--- config.mk ---
export PLATFORM = sky130hd
export DESIGN_NAME = delay_probe
export DESIGN_NICKNAME = d
export VERILOG_FILES = /design/src/rtl/delay_probe_pkg.sv /design/src/rtl/delay_probe_timer.sv /design/src/rtl/delay_probe.sv
export SDC_FILE = /design/constraint.sdc
export NUM_CORES = 1
export LEC_CHECK = 0
export ABC_AREA = 1
export ABC_CLOCK_PERIOD_IN_PS = 4200
export CAP_MARGIN = 20
export CORE_ASPECT_RATIO = 1.5
export CORE_MARGIN = 2
export CORE_UTILIZATION = 51
export DETAILED_ROUTE_END_ITERATION = 8
export PLACE_DENSITY_LB_ADDON = 0.15
export SYNTH_ARGS = -nofsm -noshare
export SYNTH_HDL_FRONTEND = slang
export SYNTH_SLANG_ARGS = --single-unit
--- constraint.sdc ---
create_clock -name clk -period 4.2 [get_ports clk]
set_input_delay 0.42 -clock clk [delete_from_list [all_inputs] [get_ports clk]]
set_output_delay 0.42 -clock clk [all_outputs]
set_load 0.05 [all_outputs]
--- src/rtl/delay_probe_pkg.sv ---
// Shared types and defaults for the delay_line latency probe.
package delay_probe_pkg;

  typedef enum logic [1:0] {
    S_IDLE,
    S_FLUSH,
    S_LAUNCH,
    S_WAIT
  } state_t;

  localparam logic [7:0] DEF_PATTERN   = 8'hF0;
  localparam logic [7:0] DEF_IDLE_WORD = 8'h0F;

endpackage

--- src/rtl/delay_probe_timer.sv ---
// Clear/enable up-counter with a terminal flag at a programmable limit.
module probe_timer #(
  parameter int unsigned W = 7
) (
  input  logic         clk,
  input  logic         rst,
  input  logic         i_clr,
  input  logic         i_en,
  input  logic [W-1:0] i_limit,
  output logic [W-1:0] o_count,
  output logic         o_term
);

  logic [W-1:0] r_count;

  always_ff @(posedge clk) begin
    if (rst || i_clr) begin
      r_count <= '0;
    end else if (i_en) begin
      r_count <= r_count + 1'b1;
    end
  end

  assign o_count = r_count;
  assign o_term  = (r_count == i_limit);

endmodule

--- src/rtl/delay_probe.sv ---
// Measures delay_line latency: flush with IDLE_WORD, launch one PATTERN, count cycles to its echo.
module delay_probe
  import delay_probe_pkg::*;
#(
  parameter int unsigned    N         = 8,
  parameter int unsigned    MAX_DELAY = 64,
  parameter logic [N-1:0]   PATTERN   = DEF_PATTERN,
  parameter logic [N-1:0]   IDLE_WORD = DEF_IDLE_WORD
) (
  input  logic                           clk,
  input  logic                           rst,
  input  logic                           start,
  output logic [N-1:0]                   probe_data,
  input  logic [N-1:0]                   line_data,
  output logic                           busy,
  output logic                           done,
  output logic                           timeout,
  output logic [$clog2(MAX_DELAY+1)-1:0] delay_out,
  output logic                           valid
);

  localparam int unsigned CW = $clog2(MAX_DELAY + 2);
  localparam int unsigned DW = $clog2(MAX_DELAY + 1);

  state_t          r_state;
  logic [N-1:0]    r_probe;
  logic            r_busy;
  logic            r_done;
  logic            r_timeout;
  logic            r_valid;
  logic [DW-1:0]   r_delay;

  logic            w_clr;
  logic            w_en;
  logic            w_term;
  logic            w_match;
  logic [CW-1:0]   w_count;

  // One timer serves both phases: it runs 0..MAX_DELAY in FLUSH, is cleared
  // on entry to LAUNCH (count 0 = delay 0), then counts k in WAIT.
  assign w_clr   = (r_state == S_IDLE) || ((r_state == S_FLUSH) && w_term);
  assign w_en    = (r_state != S_IDLE);
  assign w_match = (line_data == PATTERN);

  probe_timer #(
    .W(CW)
  ) u_timer (
    .clk     (clk),
    .rst     (rst),
    .i_clr   (w_clr),
    .i_en    (w_en),
    .i_limit (CW'(MAX_DELAY)),
    .o_count (w_count),
    .o_term  (w_term)
  );

  always_ff @(posedge clk) begin
    if (rst) begin
      r_state   <= S_IDLE;
      r_probe   <= IDLE_WORD;
      r_busy    <= 1'b0;
      r_done    <= 1'b0;
      r_timeout <= 1'b0;
      r_valid   <= 1'b0;
      r_delay   <= '0;
    end else begin
      r_done    <= 1'b0;
      r_timeout <= 1'b0;
      case (r_state)
        S_IDLE: begin
          r_probe <= IDLE_WORD;
          // A start coinciding with the done/timeout pulse is dropped.
          if (start && !r_done && !r_timeout) begin
            r_state <= S_FLUSH;
            r_busy  <= 1'b1;
            r_valid <= 1'b0;
            r_delay <= '0;
          end
        end
        S_FLUSH: begin
          if (w_term) begin
            r_state <= S_LAUNCH;
            r_probe <= PATTERN;
          end
        end
        S_LAUNCH, S_WAIT: begin
          r_probe <= IDLE_WORD;
          if (w_match) begin
            r_state <= S_IDLE;
            r_busy  <= 1'b0;
            r_done  <= 1'b1;
            r_valid <= 1'b1;
            r_delay <= DW'(w_count);
          end else if (w_term) begin
            r_state   <= S_IDLE;
            r_busy    <= 1'b0;
            r_timeout <= 1'b1;
            r_valid   <= 1'b0;
            r_delay   <= '0;
          end else begin
            r_state <= S_WAIT;
          end
        end
        default: begin
          r_state <= S_IDLE;
          r_probe <= IDLE_WORD;
          r_busy  <= 1'b0;
        end
      endcase
    end
  end

  assign probe_data = r_probe;
  assign busy       = r_busy;
  assign done       = r_done;
  assign timeout    = r_timeout;
  assign delay_out  = r_delay;
  assign valid      = r_valid;

endmodule

==> results of run 1 <==
-- synthesized netlist by cell type --
master    instances  area (sq um)
a21oi_1           5          25.0
nand2_4           1          11.3
nor3b_1           2          15.0
o31ai_4           1          21.3
ha_1              2          25.0
buf_4             6          45.0
nor2_1           38           143
nor3_1            2          10.0
dfxtp_1          22           440
nand3_1           4          20.0
inv_1            26          97.6
nand2_1          38           143
nand3b_4          1          20.0
nand2_2           1          6.26
nand3_4           1          17.5
inv_2             2          7.51
buf_6             1          11.3
nand3_2           1          10.0
o21a_1            1          7.51
nor2_2            4          25.0
nor3_2            2          20.0
buf_2             1          5.00
-- logic make-up after synthesis --
kind of cell	count (synthesis)	synth area share
AND/OR/NAND/NOR	95	0.391
buffers and inverters	36	0.148
AO/OA/AOI/OAI	7	0.0478
adder cells (fa/ha/maj)	2	0.0222
flip-flops	22	0.391
-- final timing paths --
kind,from,end,cells past startpoint
worst min-delay path,busy,busy,2
worst max-delay path,probe_data[3],probe_data[1],1
worst min register to register,busy,busy,2
worst max register to register,u_timer.o_count[0],u_timer.o_count[4],8
-- metal layers --
metal,wire length (um),share of wire
met1,909,0.45
met2,1010,0.50
met3,52,0.026
met4,36,0.018
met5,0,0
-- cell type report --
type                       count  area [sq um]
timing repair buffer          29           290
fill                         203           633
tap                           22          27.5
multi-input combinational    104           519
inverter                      28           105
clock buffer                   4          36.3
sequential                    22           440
-- sequential cells by signal (all words and copies together), names as in the netlist --
register	count
r_state	2
timeout	1
busy	1
valid	1
delay_out	7
u_timer.o_count	7
done	1
probe_data	2
-- worst register-to-register path, cell delays in order (launching register included) --
cell	delay, ns
dfxtp_1	0.39
inv_1	0.08
ha_1	0.19
nand2_1	0.06
nand3b_4	0.15
inv_1	0.08
nand2_1	0.06
nand3_1	0.21
nor3b_1	0.25
-- power by group through the flow --
stage | sequential, mW | combinational, mW | clock [mW]
final | 0.249 | 0.224 | 0.115
after global routing | 0.251 | 0.249 | 0.127
after CTS | 0.249 | 0.225 | 0.121
after detailed placement | 0.253 | 0.224 | 0
after global placement | 0.252 | 0.220 | 0
after floorplan | 0.318 | 0.103 | 0
==> reports/results.tsv, run 1 <==
stage	metric	value	unit
finish	layout-drive-gt1-share	0.0963	
global_route	grt_util_met1	0.211	
timing	worstMarginPinSlew	0.500	ns
placement	placed_area	0.00138	sq mm
worst_setup_path	slowest_stage	clkdlybuf4s50_1	
global_route	grt_use_met3	0.0205	
global_route	grtUsageMet2	0.330	
timing	setup_viol	0	
routing	finalWirelength	2010	um
timing	slew_viol_final	0	
power	p_sw	0.226	mW
power	cellLeakagePower	0.627	nW
timing	fin_ws	2.25	ns
timing	finalCritPeriodShare	0.463	
timing	relSlewSlack	0.666	
power	power_density	414	mW/mm^2
worst_setup_path	path_max_fanout	5	
placement	placed_cells	205	
run	max-cap-violations	0	
clock_network	cts_buffers	3	
finish	utilization	0.691	
clock_network	root_buffer	clkbuf_4	
finish	antenna_cells	0	
worst_setup_path	max_stage_delay	0.82	ns
synth	syn-num-nets	175	
power	power_frac_seq	0.424	
global_route	grt_max_degree	18	
finish	syn_to_final_growth	26.0	%
synth	synth_cell_types	22	
power	vdd_ir_drop_max	0.295	mV
routing	vias	998	
global_route	top_usage_layer	met2	
timing	hold_viol_final	0	
clock_network	clockBufferDepth	2	
floorplanning	die_area	0.00261	sq mm
placement	dp_slack	2.40	ns
synth	synthesis.area	0.00113	sq mm
power	p_comb_frac	0.381	
floorplanning	rows	20	
clock_network	postCtsSetupRepairBufs	0	
worst_setup_path	arrival	1.53	ns
clock_network	cts_htree_levels	1	
routing	drtIter0Drc	20	
global_route	track_usage	0.183	
placement	gp_congestion	0.810	
synth	syn-mean-instance-area	6.95	sq um
routing	drt-vias-per-instance	4.78	
global_route	grt_pass1_wl	3730	um
status	status	finished, final reports clean	
synth	ys_seq_area_frac	0.391	
floorplanning	die_y	61.6	um
clock_network	cts_sinks	22	
floorplanning	io_pins	30	
clock_network	clk_pin_slew	0.12	ns
timing	fin_setup_tns	0	ns
clock_network	cts_tree	yes	
worst_setup_path	regToRegSetupSlack	2.65	ns
global_route	antenna_found_initial	0	
power	internal_power	0.362	mW
worst_setup_path	path_cells	clkdlybuf4s50_1	
finish	nNetsFinal	201	
synth	netlist_instances	162	
placement	dp_hpwl	1560	um
floorplanning	start_util	0.549	
routing	drc	0	
min_path	hold_path_class	flop to flop	
finish	stdcell_area	0.00142	sq mm
power	power_frac_clock	0.196	
worst_setup_path	cp_top_family	buffers and inverters	
clock_network	hold_buffers	0	
power	power	0.588	mW
timing	finalCriticalPeriod	1.95	ns
routing	wire_per_inst	9.59	um
finish	instances_no_fill	209	
worst_setup_path	path_class	flop to output pin	
clock_network	cts_resized	0	
worst_setup_path	cp-start-kind	flop	
placement	port_buffers	29	
finish	final_cell_mix	nand2_1, nor2_1, clkdlybuf4s50_1, inv_1, dfxtp_1	
worst_setup_path	endpoint_kind	output pin	
power	switching_share	0.384	
routing	drtPass1Iterations	4	
global_route	grt_pass1_vias	957	
floorplanning	die_w	42.4	um
synth	synth_seq_cells	22	
timing	timing.fmax	514	MHz
worst_setup_path	critPathRequiredTime	3.78	ns
global_route	overflow	0	
synth	yosys_warnings	0	
routing	ant_nets	0	
clock_network	clock_latency	0.31	ns
timing	rsz0062_at_grt	no	
timing	hold-worst-slack	0.462	ns
floorplanning	core_area	0.00205	sq mm
worst_setup_path	crit_buf_inv	1	
timing	finClkSkew	0.00653	ns
Note: power is estimated with default switching activity, not from simulation.
==> inputs of run 2 (changes only) <==
--- a/config.mk
+++ b/config.mk
@@ -6,11 +6,11 @@
 export NUM_CORES = 1
 export LEC_CHECK = 0
 export ABC_AREA = 1
-export ABC_CLOCK_PERIOD_IN_PS = 4200
+export ABC_CLOCK_PERIOD_IN_PS = 1700
 export CAP_MARGIN = 20
 export CORE_ASPECT_RATIO = 1.5
 export CORE_MARGIN = 2
-export CORE_UTILIZATION = 51
+export CORE_UTILIZATION = 42
 export DETAILED_ROUTE_END_ITERATION = 8
 export PLACE_DENSITY_LB_ADDON = 0.15
 export SYNTH_ARGS = -nofsm -noshare
==> constraint.sdc (replaced) <==
create_clock -name clk -period 1.7 [get_ports clk]
set_input_delay 0.17 -clock clk [delete_from_list [all_inputs] [get_ports clk]]
set_output_delay 0.17 -clock clk [all_outputs]
set_load 0.05 [all_outputs]
==> reports/results.tsv, run 2 (synthesis gave the netlist of run 1 again) <==
stage	metric	value	unit	change
floorplanning	die_y	67.4	um	+9.5%
clock_network	clk_pin_slew	0.07	ns	-0.05 ns
worst_setup_path	crit_buf_inv	1		unchanged
worst_setup_path	slowest_stage	clkdlybuf4s50_1		
finish	antenna_cells	0		unchanged
worst_setup_path	endpoint_kind	output pin		
global_route	grt_pass1_wl	4040	um	+8.1%
floorplanning	core_area	0.00262	sq mm	+28%
timing	finalCriticalPeriod	1.57	ns	
power	vdd_ir_drop_max	0.864	mV	+190%
global_route	antenna_found_initial	0		unchanged
clock_network	root_buffer	clkbuf_8		
finish	syn_to_final_growth	26.8	%	
worst_setup_path	cp_top_family	buffers and inverters		
clock_network	postCtsSetupRepairBufs	0		unchanged
finish	layout-drive-gt1-share	0.160		+0.0642
global_route	grt_pass1_vias	1005		+5.0%
finish	final_cell_mix	nand2_1, nor2_1, inv_1, dfxtp_1, clkdlybuf4s50_1		
power	cellLeakagePower	0.646	nW	+3.2%
status	status	finished, final reports clean		
clock_network	clockBufferDepth	2		unchanged
timing	worstMarginPinSlew	0.495	ns	-0.00523 ns
clock_network	cts_htree_levels	1		unchanged
worst_setup_path	path_cells	clkdlybuf4s50_1		
worst_setup_path	arrival	1.40	ns	-0.13 ns
floorplanning	start_util	0.430		-0.119
timing	setup_viol	0		unchanged
min_path	hold_path_class	flop to flop		
timing	relSlewSlack	0.669		+0.00350
timing	hold_viol_final	0		unchanged
worst_setup_path	path_class	flop to output pin		
routing	ant_nets	0		unchanged
timing	fin_setup_tns	0	ns	unchanged
clock_network	hold_buffers	0		unchanged
routing	drtIter0Drc	4		-80%
routing	drt-vias-per-instance	4.39		-8.1%
clock_network	clock_latency	0.25	ns	-0.06 ns
clock_network	cts_sinks	22		unchanged
power	power	1.48	mW	+150%
floorplanning	die_w	46.3	um	+9.2%
worst_setup_path	max_stage_delay	0.81	ns	about the same
timing	rsz0062_at_grt	no		
global_route	grt_max_degree	18		unchanged
timing	timing.fmax	636	MHz	
floorplanning	die_area	0.00312	sq mm	+20%
run	max-cap-violations	0		unchanged
timing	finalCritPeriodShare	0.925		
placement	port_buffers	29		unchanged
floorplanning	rows	23		+15%
clock_network	cts_tree	yes		
worst_setup_path	critPathRequiredTime	1.53	ns	-2.25 ns
clock_network	cts_buffers	3		unchanged
finish	nNetsFinal	202		+0.50%
routing	wire_per_inst	9.58	um	-0.18%
power	power_density	1040	mW/mm^2	+150%
floorplanning	io_pins	30		unchanged
timing	slew_viol_final	0		unchanged
clock_network	cts_resized	0		unchanged
routing	drtPass1Iterations	2		-2
timing	finClkSkew	0.00308	ns	-0.00345 ns
routing	finalWirelength	2150	um	+7.0%
worst_setup_path	path_max_fanout	2		-3
global_route	overflow	0		unchanged
placement	gp_congestion	0.734		-9.5%
routing	vias	983		-1.5%
worst_setup_path	cp-start-kind	flop		
global_route	track_usage	0.173		-0.0101
placement	dp_hpwl	1720	um	+10%
routing	drc	0		unchanged
run 2: path summary, 6_finish.rpt:
check,start,endpoint,slack [ns],depth (start not counted)
max,delay_out[3],delay_out[3],0.13,1
min,busy,busy,0.46,2
max reg2reg,u_timer.o_count[0],u_timer.o_count[5],0.23,8
min reg2reg,busy,busy,0.46,2
run 2: cell type report:
class	count	area (sq um)
Tap cell	37	46.3
Inverter	28	105
Multi-Input combinational cell	104	524
Sequential cell	22	440
Timing Repair Buffer	30	270
Fill cell	264	1190
Clock buffer	3	41.3
run 2: layer usage:
metal,share of wire,global-route usage,up-vias
met4,0.027,0.0857,0
met3,0.026,0.0241,6
met1,0.45,0.201,431
met2,0.49,0.299,20
met5,0,0,-
li1,-,-,526
run 2: stage by stage:
stage          utilization  instance area (sq um)  cells  setup slack [ns]  hold slack [ns]
2_1_floorplan            -                   1130    162             0.329            0.239
5_1_grt              0.545                   1430    224            0.0525            0.491
4_1_cts              0.543                   1420    224             0.122            0.464
3_5_place_dp         0.527                   1380    221             0.140            0.451
6_report             0.545                   1430    224             0.128            0.456
3_3_place_gp         0.527                   1380    221             0.195            0.442
run 2: power breakdown:
group	internal (mW)	switching, mW	leakage, nW	total (mW)
clock	0.158	0.153	0.0216	0.311
combinational	0.188	0.366	0.445	0.554
sequential	0.576	0.0383	0.180	0.614
total	0.922	0.558	0.646	1.48
